### src/rtl/dma_pkg.sv
// Shared state encoding and width defaults for the ADMA FIFO sequencer.
package dma_pkg;

  localparam int DATA_W         = 32;
  localparam int CNT_W          = 16;
  localparam int BYTES_PER_WORD = 4;

  typedef enum logic [1:0] {
    IDLE,
    XFER,
    GAP,
    CMPL
  } state_t;

endpackage

### src/rtl/dma_xfer_counter.sv
// Word and block down-counters for one transfer; flags are combinational from registered counts.
// Words auto-reload on the last word of a block, so consecutive blocks need no idle cycle.
module dma_xfer_counter #(
  parameter int CNT_W = dma_pkg::CNT_W
) (
  input  logic             clk,
  input  logic             reset_n,
  input  logic             load,
  input  logic [CNT_W:0]   load_words,
  input  logic [CNT_W-1:0] load_blocks,
  input  logic             reload,
  input  logic             dec,
  output logic             last_word,
  output logic             last_block
);

  logic [CNT_W:0]   wpb_q;
  logic [CNT_W:0]   word_q;
  logic [CNT_W-1:0] blk_q;

  always_ff @(posedge clk or negedge reset_n) begin
    if (!reset_n) begin
      wpb_q  <= '0;
      word_q <= '0;
      blk_q  <= '0;
    end else if (load) begin
      wpb_q  <= load_words;
      word_q <= load_words;
      blk_q  <= (load_blocks == '0) ? CNT_W'(1) : load_blocks;
    end else if (dec) begin
      if (last_word) begin
        word_q <= wpb_q;
        blk_q  <= blk_q - CNT_W'(1);
      end else begin
        word_q <= word_q - (CNT_W+1)'(1);
      end
    end else if (reload) begin
      word_q <= wpb_q;
    end
  end

  assign last_word  = (word_q == (CNT_W+1)'(1));
  assign last_block = (blk_q == CNT_W'(1));

endmodule

### src/rtl/dma_fifo_sequencer.sv
// Moves words between the ADMA system port and the card FIFOs, block by block, 1 word/cycle.
// Data is a zero-latency pass-through; handshakes stall on FIFO empty/full or system backpressure.
module dma_fifo_sequencer #(
  parameter int DATA_W = dma_pkg::DATA_W,
  parameter int CNT_W  = dma_pkg::CNT_W
) (
  input  logic              clk,
  input  logic              reset_n,
  input  logic              start,
  input  logic              abort,
  input  logic              read_dir,
  input  logic [CNT_W-1:0]  block_size,
  input  logic [CNT_W-1:0]  block_count,
  input  logic              gap_stop,
  input  logic              continue_req,
  input  logic [DATA_W-1:0] rd_fifo_data,
  input  logic              rd_fifo_empty,
  output logic              rd_fifo_en,
  output logic [DATA_W-1:0] wr_fifo_data,
  input  logic              wr_fifo_full,
  output logic              wr_fifo_en,
  output logic [DATA_W-1:0] sys_wdata,
  output logic              sys_wvalid,
  input  logic              sys_wready,
  input  logic [DATA_W-1:0] sys_rdata,
  input  logic              sys_rvalid,
  output logic              sys_rready,
  output logic              busy,
  output logic              stopped_at_gap,
  output logic              block_done,
  output logic              transfer_complete
);

  import dma_pkg::*;

  state_t         state_q;
  state_t         state_d;
  logic           dir_q;
  logic           busy_q;
  logic           block_done_q;
  logic           tc_q;
  logic           gap_q;
  logic [CNT_W:0] wpb;
  logic           in_xfer;
  logic           hs;
  logic           blk_end;
  logic           tc_d;
  logic           load;
  logic           reload;
  logic           last_word;
  logic           last_block;

  // Round bytes up to whole words one bit wider so 0xFFFF cannot wrap.
  assign wpb = ({1'b0, block_size} + (CNT_W+1)'(BYTES_PER_WORD - 1)) >> $clog2(BYTES_PER_WORD);

  assign in_xfer    = (state_q == XFER) && !abort;
  assign sys_wvalid = in_xfer && dir_q && !rd_fifo_empty;
  assign rd_fifo_en = sys_wvalid && sys_wready;
  assign sys_rready = in_xfer && !dir_q && !wr_fifo_full;
  assign wr_fifo_en = sys_rready && sys_rvalid;
  assign sys_wdata    = rd_fifo_data;
  assign wr_fifo_data = sys_rdata;

  assign hs      = rd_fifo_en || wr_fifo_en;
  assign blk_end = hs && last_word;
  assign load    = (state_q == IDLE) && start && !abort;
  assign reload  = (state_q == GAP) && continue_req && !abort;
  // An empty transfer reaches CMPL without a final handshake, so CMPL raises the pulse itself.
  assign tc_d    = (blk_end && last_block) || ((state_q == CMPL) && !tc_q && !abort);

  dma_xfer_counter #(.CNT_W(CNT_W)) u_cnt (
    .clk         (clk),
    .reset_n     (reset_n),
    .load        (load),
    .load_words  (wpb),
    .load_blocks (block_count),
    .reload      (reload),
    .dec         (hs),
    .last_word   (last_word),
    .last_block  (last_block)
  );

  always_comb begin
    state_d = state_q;
    if (abort) begin
      state_d = IDLE;
    end else begin
      case (state_q)
        IDLE:    if (start) state_d = (wpb == '0) ? CMPL : XFER;
        XFER:    if (blk_end) state_d = last_block ? CMPL : (gap_stop ? GAP : XFER);
        GAP:     if (continue_req) state_d = XFER;
        CMPL:    state_d = IDLE;
        default: state_d = IDLE;
      endcase
    end
  end

  always_ff @(posedge clk or negedge reset_n) begin
    if (!reset_n) begin
      state_q      <= IDLE;
      dir_q        <= 1'b0;
      busy_q       <= 1'b0;
      block_done_q <= 1'b0;
      tc_q         <= 1'b0;
      gap_q        <= 1'b0;
    end else begin
      state_q      <= state_d;
      block_done_q <= blk_end;
      tc_q         <= tc_d;
      gap_q        <= (state_d == GAP);
      if (load) dir_q <= read_dir;
      if (abort)     busy_q <= 1'b0;
      else if (load) busy_q <= 1'b1;
      else if (tc_d) busy_q <= 1'b0;
    end
  end

  assign busy              = busy_q;
  assign stopped_at_gap    = gap_q;
  assign block_done        = block_done_q;
  assign transfer_complete = tc_q;

endmodule

### config.mk
export PLATFORM = sky130hd
export DESIGN_NAME = dma_fifo_sequencer
export DESIGN_NICKNAME = d
export VERILOG_FILES = /design/src/rtl/dma_pkg.sv /design/src/rtl/dma_xfer_counter.sv /design/src/rtl/dma_fifo_sequencer.sv
export SDC_FILE = /design/constraint.sdc
export NUM_CORES = 1
export LEC_CHECK = 0
export ABC_AREA = 1
export CAP_MARGIN = 20
export CORE_ASPECT_RATIO = 1.4
export CORE_MARGIN = 5
export CORE_UTILIZATION = 41
export CTS_CLUSTER_DIAMETER = 30
export CTS_CLUSTER_SIZE = 8
export DETAILED_ROUTE_END_ITERATION = 7
export HOLD_SLACK_MARGIN = 0.03
export PLACE_DENSITY = 0.81
export SLEW_MARGIN = 20
export SYNTH_ARGS = -nofsm -noshare
export SYNTH_HDL_FRONTEND = slang
export SYNTH_HIERARCHICAL = 1
export SYNTH_SLANG_ARGS = --single-unit
### constraint.sdc
create_clock -name clk -period 1.6 [get_ports clk]
set_input_delay 0.32 -clock clk [delete_from_list [all_inputs] [get_ports clk]]
set_output_delay 0.32 -clock clk [all_outputs]
set_load 0.1 [all_outputs]
==> results of run 1 <==
[flip-flops by register name, summed over array words and instances, names as in the netlist]
name,cells
u_cnt/word_q,17
u_cnt/wpb_q,17
u_cnt/blk_q,16
state_q,2
block_done,1
busy,1
dir_q,1
stopped_at_gap,1
transfer_complete,1
[cell type report]
cell class,count,share of cell area (%)
Clock buffer,13,3.61
Clock inverter,3,0.977
Inverter,80,4.96
Multi-Input combinational cell,484,39.0
Sequential cell,57,21.4
Tap cell,144,2.71
Timing Repair Buffer,183,27.3
[kinds of logic (layout without fill, tap and decap cells)]
| kind of cell | count (synthesis) | after routing | share of synthesized area [%] |
|---|---|---|---|
| compound gates | 83 | 83 | 9.86 |
| fa+ha+maj | 4 | 4 | 1.08 |
| xor+xnor | 13 | 13 | 2.47 |
| flops | 57 | 57 | 30.9 |
| other cells | 1 | 2 | 0.0812 |
| buf+inv | 158 | 279 | 18.8 |
| simple gates | 382 | 382 | 36.9 |
[path summary, 6_finish.rpt]
check,start,end,cells past startpoint,slack [ns]
setup / recovery,u_cnt/word_q[1]$_DFFE_PN0P_,u_cnt/word_q[2]$_DFFE_PN0P_,13,-0.37
hold / removal,reset_n,u_cnt/blk_q[12]$_DFFE_PN0P_,2,0.45
setup reg to reg,u_cnt/word_q[1]$_DFFE_PN0P_,u_cnt/word_q[2]$_DFFE_PN0P_,13,-0.37
hold reg to reg,u_cnt/wpb_q[2]$_DFFE_PN0P_,u_cnt/wpb_q[2]$_DFFE_PN0P_,2,0.51
max in group asynchronous,reset_n,u_cnt/wpb_q[7]$_DFFE_PN0P_,3,0.65
min in group clk,u_cnt/wpb_q[2]$_DFFE_PN0P_,u_cnt/wpb_q[2]$_DFFE_PN0P_,2,0.51
[cell usage in the layout, fill, tap and decap left out, types with 3 or more instances in the layout]
cell,instances
o21ai_0,19
nor3_4,3
clkbuf_1,4
nand3_2,6
clkbuf_16,10
o21ai_2,5
inv_2,10
dlygate4sd2_1,12
a21oi_2,9
dfrtp_1,56
nor2_4,13
o21ai_1,16
xnor2_1,5
buf_4,106
clkdlybuf4s50_1,29
xor2_1,8
nand4_1,9
nor2_2,19
buf_12,19
nand2_2,17
o211ai_1,5
buf_6,10
a21oi_1,18
nand2_1,196
nand3_1,28
inv_1,65
nand3b_1,10
nor2_1,70
[worst max-delay path: stages, from the launching register on]
cell	delay, ns
dfrtp_1	0.40
inv_2	0.11
ha_4	0.14
inv_1	0.06
nor2_1	0.15
nand2_1	0.12
nor2_4	0.17
nand2_4	0.09
buf_12	0.14
nand2_8	0.10
buf_4	0.14
nand2_1	0.06
nand3_1	0.09
a21oi_1	0.08
[timing repair]
item	CTS	global route
pin swaps	11	11
gates cloned	3	1
endpoints found under the hold margin	9	0
resized for setup	73	47
buffers inserted	7	9
hold buffers	1	0
setup endpoints to repair	44	54
[power by group through the flow]
stage          clock network (mW)  registers, mW  logic [mW]
6_report                     1.99           2.00        2.44
5_1_grt                      2.08           2.03        2.68
4_1_cts                      2.02           1.97        2.26
3_5_place_dp                    0           1.98        2.10
3_3_place_gp                    0           1.96        2.04
2_1_floorplan                   0           2.00        1.86
[metrics by stage]
| step | hold WS (ns) | TNS [ns] | setup WS (ns) |
|---|---|---|---|
| 2_1_floorplan | 0.0244 | -0.747 | -0.201 |
| 3_3_place_gp | 0.242 | -19.37 | -0.485 |
| 3_5_place_dp | 0.234 | -22.47 | -0.562 |
| 4_1_cts | 0.463 | -3.51 | -0.180 |
| 5_1_grt | 0.490 | -12.68 | -0.391 |
| 6_report | 0.450 | -10.76 | -0.370 |
[metal layers]
metal	global-route usage [%]	up-vias	wire length (microns)
li1	-	2373	-
met1	19.9	2249	5030
met2	39.4	189	7880
met3	3.76	77	687
met4	13.0	0	773
met5	0	-	0
[Yosys cell counts]
master	number
nand2_1	205
nor2_1	85
inv_1	75
buf_4	66
dfrtp_1	57
o21ai_0	38
nand3_1	33
a21oi_1	24
nand2_2	10
nand3b_1	10
nand4_1	9
nor2_2	9
nor2_4	8
xor2_1	8
buf_2	6
nor3_1	5
o211ai_1	5
xnor2_1	5
clkbuf_1	4
ha_1	4
o22ai_1	4
a21oi_2	3
a31oi_1	3
inv_2	3
o21ai_1	3
buf_6	2
nor4_1	2
o21bai_1	2
a22oi_1	1
and2_1	1
clkinv_1	1
conb_1	1
inv_4	1
nand2_4	1
nand2_8	1
nand3_2	1
nor3_4	1
or2_2	1
==> results by group, run 1 <==
Outcome
  • Status: finished, violations left
  • Failing checks: negative setup slack

Clocking
  • Worst-Skew Late Latency: 0.33 ns
  • Clock-pin slew on the worst setup and hold paths: 0.05 ns
  • H-tree lvl count: 3
  • CTS Sinks: 57
  • CTS tree: built
  • Deepest clock path buffer count: 2
  • Total CTS buffers: 9
  • CTS root buffer: clkbuf_16

Floorplan
  • Starting Density: 41.3%
  • Total Die Area: 0.0135 sq mm
  • Std cell rows: 46
  • Die Height: 136 microns
  • I/O pin cnt: 179
  • Die width: 99.7 microns
  • Core Area: 0.0112 sq mm

Layout
  • Layout cell share with drive strength beyond 1: 31.2%
  • Finished Core Util: 59.6%
  • Area grow syn2layout: 44.2%
  • Final #Nets: 926
  • Antenna cells: 0
  • Non-Filler Instances: 964
  • Design area: 0.00666 sq mm
  • Fillcell total: 919
  • Sequential cell area: 0.00143 sq mm
  • Footprint of the multi-input gates: 0.00259 sq mm

Detailed routing
  • Residual DRC: 0
  • WL final: 14.4 mm
  • Via count: 4888
  • Antenna viol nets, final: 0
  • DR pass1 iterations: 8
  • Vias per Instance: 5.07
  • Initial drt markers: 273
  • Wire per inst: 14.9 microns

Synthesis
  • Synth top area share: 30.9%
  • Synth area leaders: dfrtp_1 (31%), nand2_1 (17%), buf_4 (11%)
  • Mean Syn Cell Area: 6.61 sq um
  • Mapped cell area: 0.00462 sq mm
  • Mapped Cells: 698
  • Cell variety after synth: 38
  • Yosys reg bits: 57
  • Synthesis Warnings: 6
  • Post-synthesis sequential area ratio: 30.9%
  • Synth area leader: dfrtp_1

Timing
  • Final setup fails: 48
  • Tmin final: 1.97 ns
  • RSZ-0062 raised after global routing: true
  • Max Slew Vio Count: 0
  • Final Worst Setup Slack: -0.370 ns
  • Final period util: 123%
  • Fin. Hold Viols: 0
  • Clock skew: 0.00869 ns
  • Peak Freq: 508 MHz

Power
  • PwrDens: 967 mW/mm^2
  • LEAKAGE: 3.24 nW
  • Peak VDD IR: 0.548 mV
  • Sw Ratio: 33.9%
  • NetSw: 2.18 mW
  • Combinational share of power: 38.0%
  • Clock power share: 31.0%
  • Int Power: 4.25 mW
  • Sequential power share: 31.0%
  • Tot Pwr: 6.44 mW

GRT
  • Total GRT Usage: 20.6%
  • Largest net degree at the start of global routing: 35
  • Total gr overflow: 0
  • Initial antenna violation count: 0
  • First-pass GRT wire length: 22.3 mm
  • Vias in the first global route: 4961

Job
  • Maxcap violations: 0

Critical path
  • Crit start category: flop
  • CP endpoint kind: flop
  • Critical Path AT: 2.18 ns
  • CP max FO: 7
  • CP Class: flop to flop
  • WP data required: 1.81 ns

Placed design
  • Routability Congestion: 0.929
  • Dpl hpwl: 9.60 mm
  • Placed cell count: 929
  • PortBufs: 50
  • Post-place instance area: 0.00581 sq mm

Min path
  • Hold WC Path Type: primary input to async pin
Power figures use the tool's default switching activity.
==> inputs of run 2 (changes only) <==
--- a/config.mk
+++ b/config.mk
@@ -7,12 +7,13 @@
 export LEC_CHECK = 0
 export ABC_AREA = 1
 export CAP_MARGIN = 20
-export CORE_ASPECT_RATIO = 1.4
+export CORE_ASPECT_RATIO = 1.2
 export CORE_MARGIN = 5
 export CORE_UTILIZATION = 41
 export CTS_CLUSTER_DIAMETER = 30
 export CTS_CLUSTER_SIZE = 8
 export DETAILED_ROUTE_END_ITERATION = 7
+export GPL_TIMING_DRIVEN = 0
 export HOLD_SLACK_MARGIN = 0.03
 export PLACE_DENSITY = 0.81
 export SLEW_MARGIN = 20
==> run 2 against run 1 <==
- the run still ends with negative setup slack left
- non-clock buffer count rose by 70
- count of clock-buffer cells in the layout is 1 lower
- critical path depth fell by 3
- largest power group unchanged
- worst hold slack got worse by 0.052 ns
- worst setup slack got worse by 0.054 ns
- register-to-register slack lost 0.05 ns
- highest routed layer unchanged
==> results by group, run 2 (same netlist as run 1, synthesis figures left out) <==
Placed design
  • Dpl hpwl: 9.69 mm (was 9.60 mm)
  • PortBufs: 114 (was 50)
  • Routability Congestion: 0.878 (was 0.929)
  • Pre-CTS WS: -1.17 ns (was -0.562 ns)
  • Post-place instance area: 0.00601 sq mm (was 0.00581 sq mm)

Floorplan
  • Std cell rows: 42 (was 46)
  • Core Area: 0.0110 sq mm (was 0.0112 sq mm)
  • I/O pin cnt: 179 (unchanged)
  • Die Height: 126 microns (was 136 microns)
  • Total Die Area: 0.0135 sq mm (about the same)
  • Starting Density: 41.8% (was 41.3%)
  • Die width: 107 microns (was 99.7 microns)

Critical path
  • R2r endpoint: u_cnt/word_q[5]$_DFFE_PN0P_ (was u_cnt/word_q[2]$_DFFE_PN0P_)
  • Crit-path leading delay family: simple AND/OR/NAND/NOR gates (unchanged)
  • CP endpoint kind: flop (unchanged)
  • Cell at the slowest stage of the critical path: dfrtp_1 (unchanged)
  • Worst path max stage delay: 0.47 ns (was 0.40 ns)
  • Crit start category: flop (unchanged)
  • CP Class: flop to flop (unchanged)
  • R2r startpoint: u_cnt/word_q[4]$_DFFE_PN0P_ (was u_cnt/word_q[1]$_DFFE_PN0P_)
  • Crit path buffers/inverters: 2 (was 4)
  • Crit path from: u_cnt/word_q[4]$_DFFE_PN0P_ (was u_cnt/word_q[1]$_DFFE_PN0P_)
  • WP data required: 1.81 ns (about the same)
  • Worst Reg-to-Reg Cells: 10 (was 13)
  • CP max FO: 8 (was 7)
  • R2r setup slk: -0.42 ns (was -0.37 ns)
  • Critical Path, Cell by Cell: nor2_2 > nand2_1 > nor2_4 > nand2_4 > buf_6 > nand3_4 > buf_6 > o21ai_2 > nand2_1 > a21oi_2 (was inv_2 > ha_4 > inv_1 > nor2_1 > nand2_1 > nor2_4 > nand2_4 > buf_12 > nand2_8 > buf_4 > nand2_1 > nand3_1 > a21oi_1)
  • Critical Path AT: 2.24 ns (was 2.18 ns)

Timing
  • Fin. Hold Viols: 0 (unchanged)
  • Final period util: 127% (was 123%)
  • Final setup fails: 59 (was 48)
  • Relative slew margins: 34.8%
  • Final Worst Setup Slack: -0.424 ns (was -0.370 ns)
  • Worst-margin pin slew: 0.981 ns
  • Max Slew Vio Count: 0 (unchanged)
  • RSZ-0062 raised after global routing: true (unchanged)
  • Tmin final: 2.02 ns (was 1.97 ns)
  • Clock skew: 0.0125 ns (was 0.00869 ns)
  • Peak Freq: 494 MHz (was 508 MHz)

Layout
  • Commonest cells after routing, fill and taps aside: nand2_1 (172), buf_4 (95), dlygate4sd2_1 (78) (was nand2_1 (196), buf_4 (106), nor2_1 (70))
  • Final #Nets: 997 (was 926)
  • Antenna cells: 0 (unchanged)
  • Design area: 0.00757 sq mm (was 0.00666 sq mm)
  • Commonest non-fill, non-tap cell in the layout: nand2_1 (unchanged)
  • Area grow syn2layout: 64.0% (was 44.2%)
  • Layout cell share with drive strength beyond 1: 36.4% (was 31.2%)
  • Top Registers: u_cnt/word_q (17), u_cnt/wpb_q (17), u_cnt/blk_q (16) (unchanged)

GRT
  • Total GRT Usage: 22.5% (was 20.6%)
  • Vias in the first global route: 5355 (was 4961)
  • Total gr overflow: 0 (unchanged)
  • Initial antenna violation count: 0 (unchanged)
  • First-pass GRT wire length: 24.5 mm (was 22.3 mm)
  • Largest net degree at the start of global routing: 44 (was 35)

Clocking
  • Deepest clock path buffer count: 2 (unchanged)
  • Total CTS buffers: 9 (unchanged)
  • CTS root buffer: clkbuf_16 (unchanged)
  • CTS tree: built (unchanged)
  • Worst-Skew Late Latency: 0.35 ns (was 0.33 ns)
  • Clock-pin slew on the worst setup and hold paths: 0.06 ns (was 0.05 ns)
  • CTS Sinks: 57 (unchanged)
  • H-tree lvl count: 3 (unchanged)

Power
  • Sw Ratio: 42.3% (was 33.9%)
  • Sequential power share: 28.2% (was 31.0%)
  • Int Power: 4.34 mW (was 4.25 mW)
  • Clock power share: 27.6% (was 31.0%)
  • LEAKAGE: 3.68 nW (was 3.24 nW)
  • Combinational share of power: 44.1% (was 38.0%)
  • NetSw: 3.19 mW (was 2.18 mW)
  • PwrDens: 995 mW/mm^2 (was 967 mW/mm^2)
  • Peak VDD IR: 0.516 mV (was 0.548 mV)
  • Tot Pwr: 7.53 mW (was 6.44 mW)

Detailed routing
  • Via count: 5650 (was 4888)
  • Vias per Instance: 5.53 (was 5.07)
  • Antenna viol nets, final: 0 (unchanged)
  • WL final: 18.6 mm (was 14.4 mm)
  • Wire per inst: 18.2 microns (was 14.9 microns)
  • DR pass1 iterations: 6 (was 8)
  • Initial drt markers: 440 (was 273)
  • Residual DRC: 0 (unchanged)

Outcome
  • Status: finished, violations left (unchanged)
  • Failing checks: negative setup slack (unchanged)

Min path
  • Hold WC Path Type: primary input to async pin (unchanged)

Job
  • Maxcap violations: 0 (unchanged)
run 2: changes by cell type in the layout (fill, tap and decap cells not counted), moves of 12 or more:
cell / before / now
o21ai_2: 5 / 17
dlygate4sd2_1: 12 / 78
nor2_1: 70 / 56
nand2_2: 17 / 33
buf_6: 10 / 25
nand2_1: 196 / 172
run 2: per-layer routing:
metal	wire length [microns]	track usage [%]	share of wire, %
met1	6290	23.9	34
met2	8840	39.0	47
met3	1900	5.63	10
met4	1610	15.2	8.6
met5	0	0	0
run 2: metrics by stage:
| stage | utilization (%) | hold WS, ns | instances | setup TNS [ns] |
|---|---|---|---|---|
| final | 68.6 | 0.398 | 1022 | -14.19 |
| after global routing | 68.6 | 0.431 | 1022 | -15.36 |
| after CTS | 63.4 | 0.418 | 1002 | -2.69 |
| after detailed placement | 54.5 | 0.201 | 946 | -56.55 |
| after global placement | 54.3 | 0.448 | 945 | -150.61 |
| after floorplan | - | 0.0244 | 699 | -0.747 |
run 2: worst max-delay path by stage:
| stage | end | cells past startpoint |
|---|---|---|
| after floorplan | sys_rready | 5 |
| after global placement | stopped_at_gap$_DFF_PN0_ | 1 |
| after detailed placement | rd_fifo_en | 5 |
| after CTS | sys_wvalid | 6 |
| after global routing | u_cnt/blk_q[12]$_DFFE_PN0P_ | 10 |
| final | u_cnt/word_q[5]$_DFFE_PN0P_ | 10 |
run 2: layout make-up:
type	count	area, sq um
Multi-Input combinational cell	484	2900
Buffer	78	671
Clock inverter	3	65.1
Timing Repair inverter	1	6.26
Timing Repair Buffer	175	1750
Fill cell	787	3460
Inverter	80	338
Tap cell	132	165
Clock buffer	12	246
Sequential cell	57	1430
run 2: power by group through the flow:
stage               Sequential (mW)  Clock, mW  Combinational, mW
floorplan                      2.00          0               1.86
global placement               2.04          0               2.38
detailed placement             2.05          0               2.43
CTS                            2.04       2.06               2.77
global route                   2.14       2.18               3.52
finish                         2.13       2.08               3.32
run 2: timing repair:
item | 4_1_cts | 5_1_grt
resized for setup | 252 | 114
setup endpoints to repair | 124 | 54
setup buffers | 37 | 18
gates cloned | 4 | 2
pin swaps | 42 | 27
hold buffers | 1 | 0
hold endpoints to repair | 14 | 0
==> inputs of run 3 (changes only) <==
--- a/config.mk
+++ b/config.mk
@@ -6,7 +6,6 @@
 export NUM_CORES = 1
 export LEC_CHECK = 0
 export ABC_AREA = 1
-export CAP_MARGIN = 20
 export CORE_ASPECT_RATIO = 1.2
 export CORE_MARGIN = 5
 export CORE_UTILIZATION = 41
==> results of run 3 <==
Final layout, timing and power as in run 2 (identical DEF).
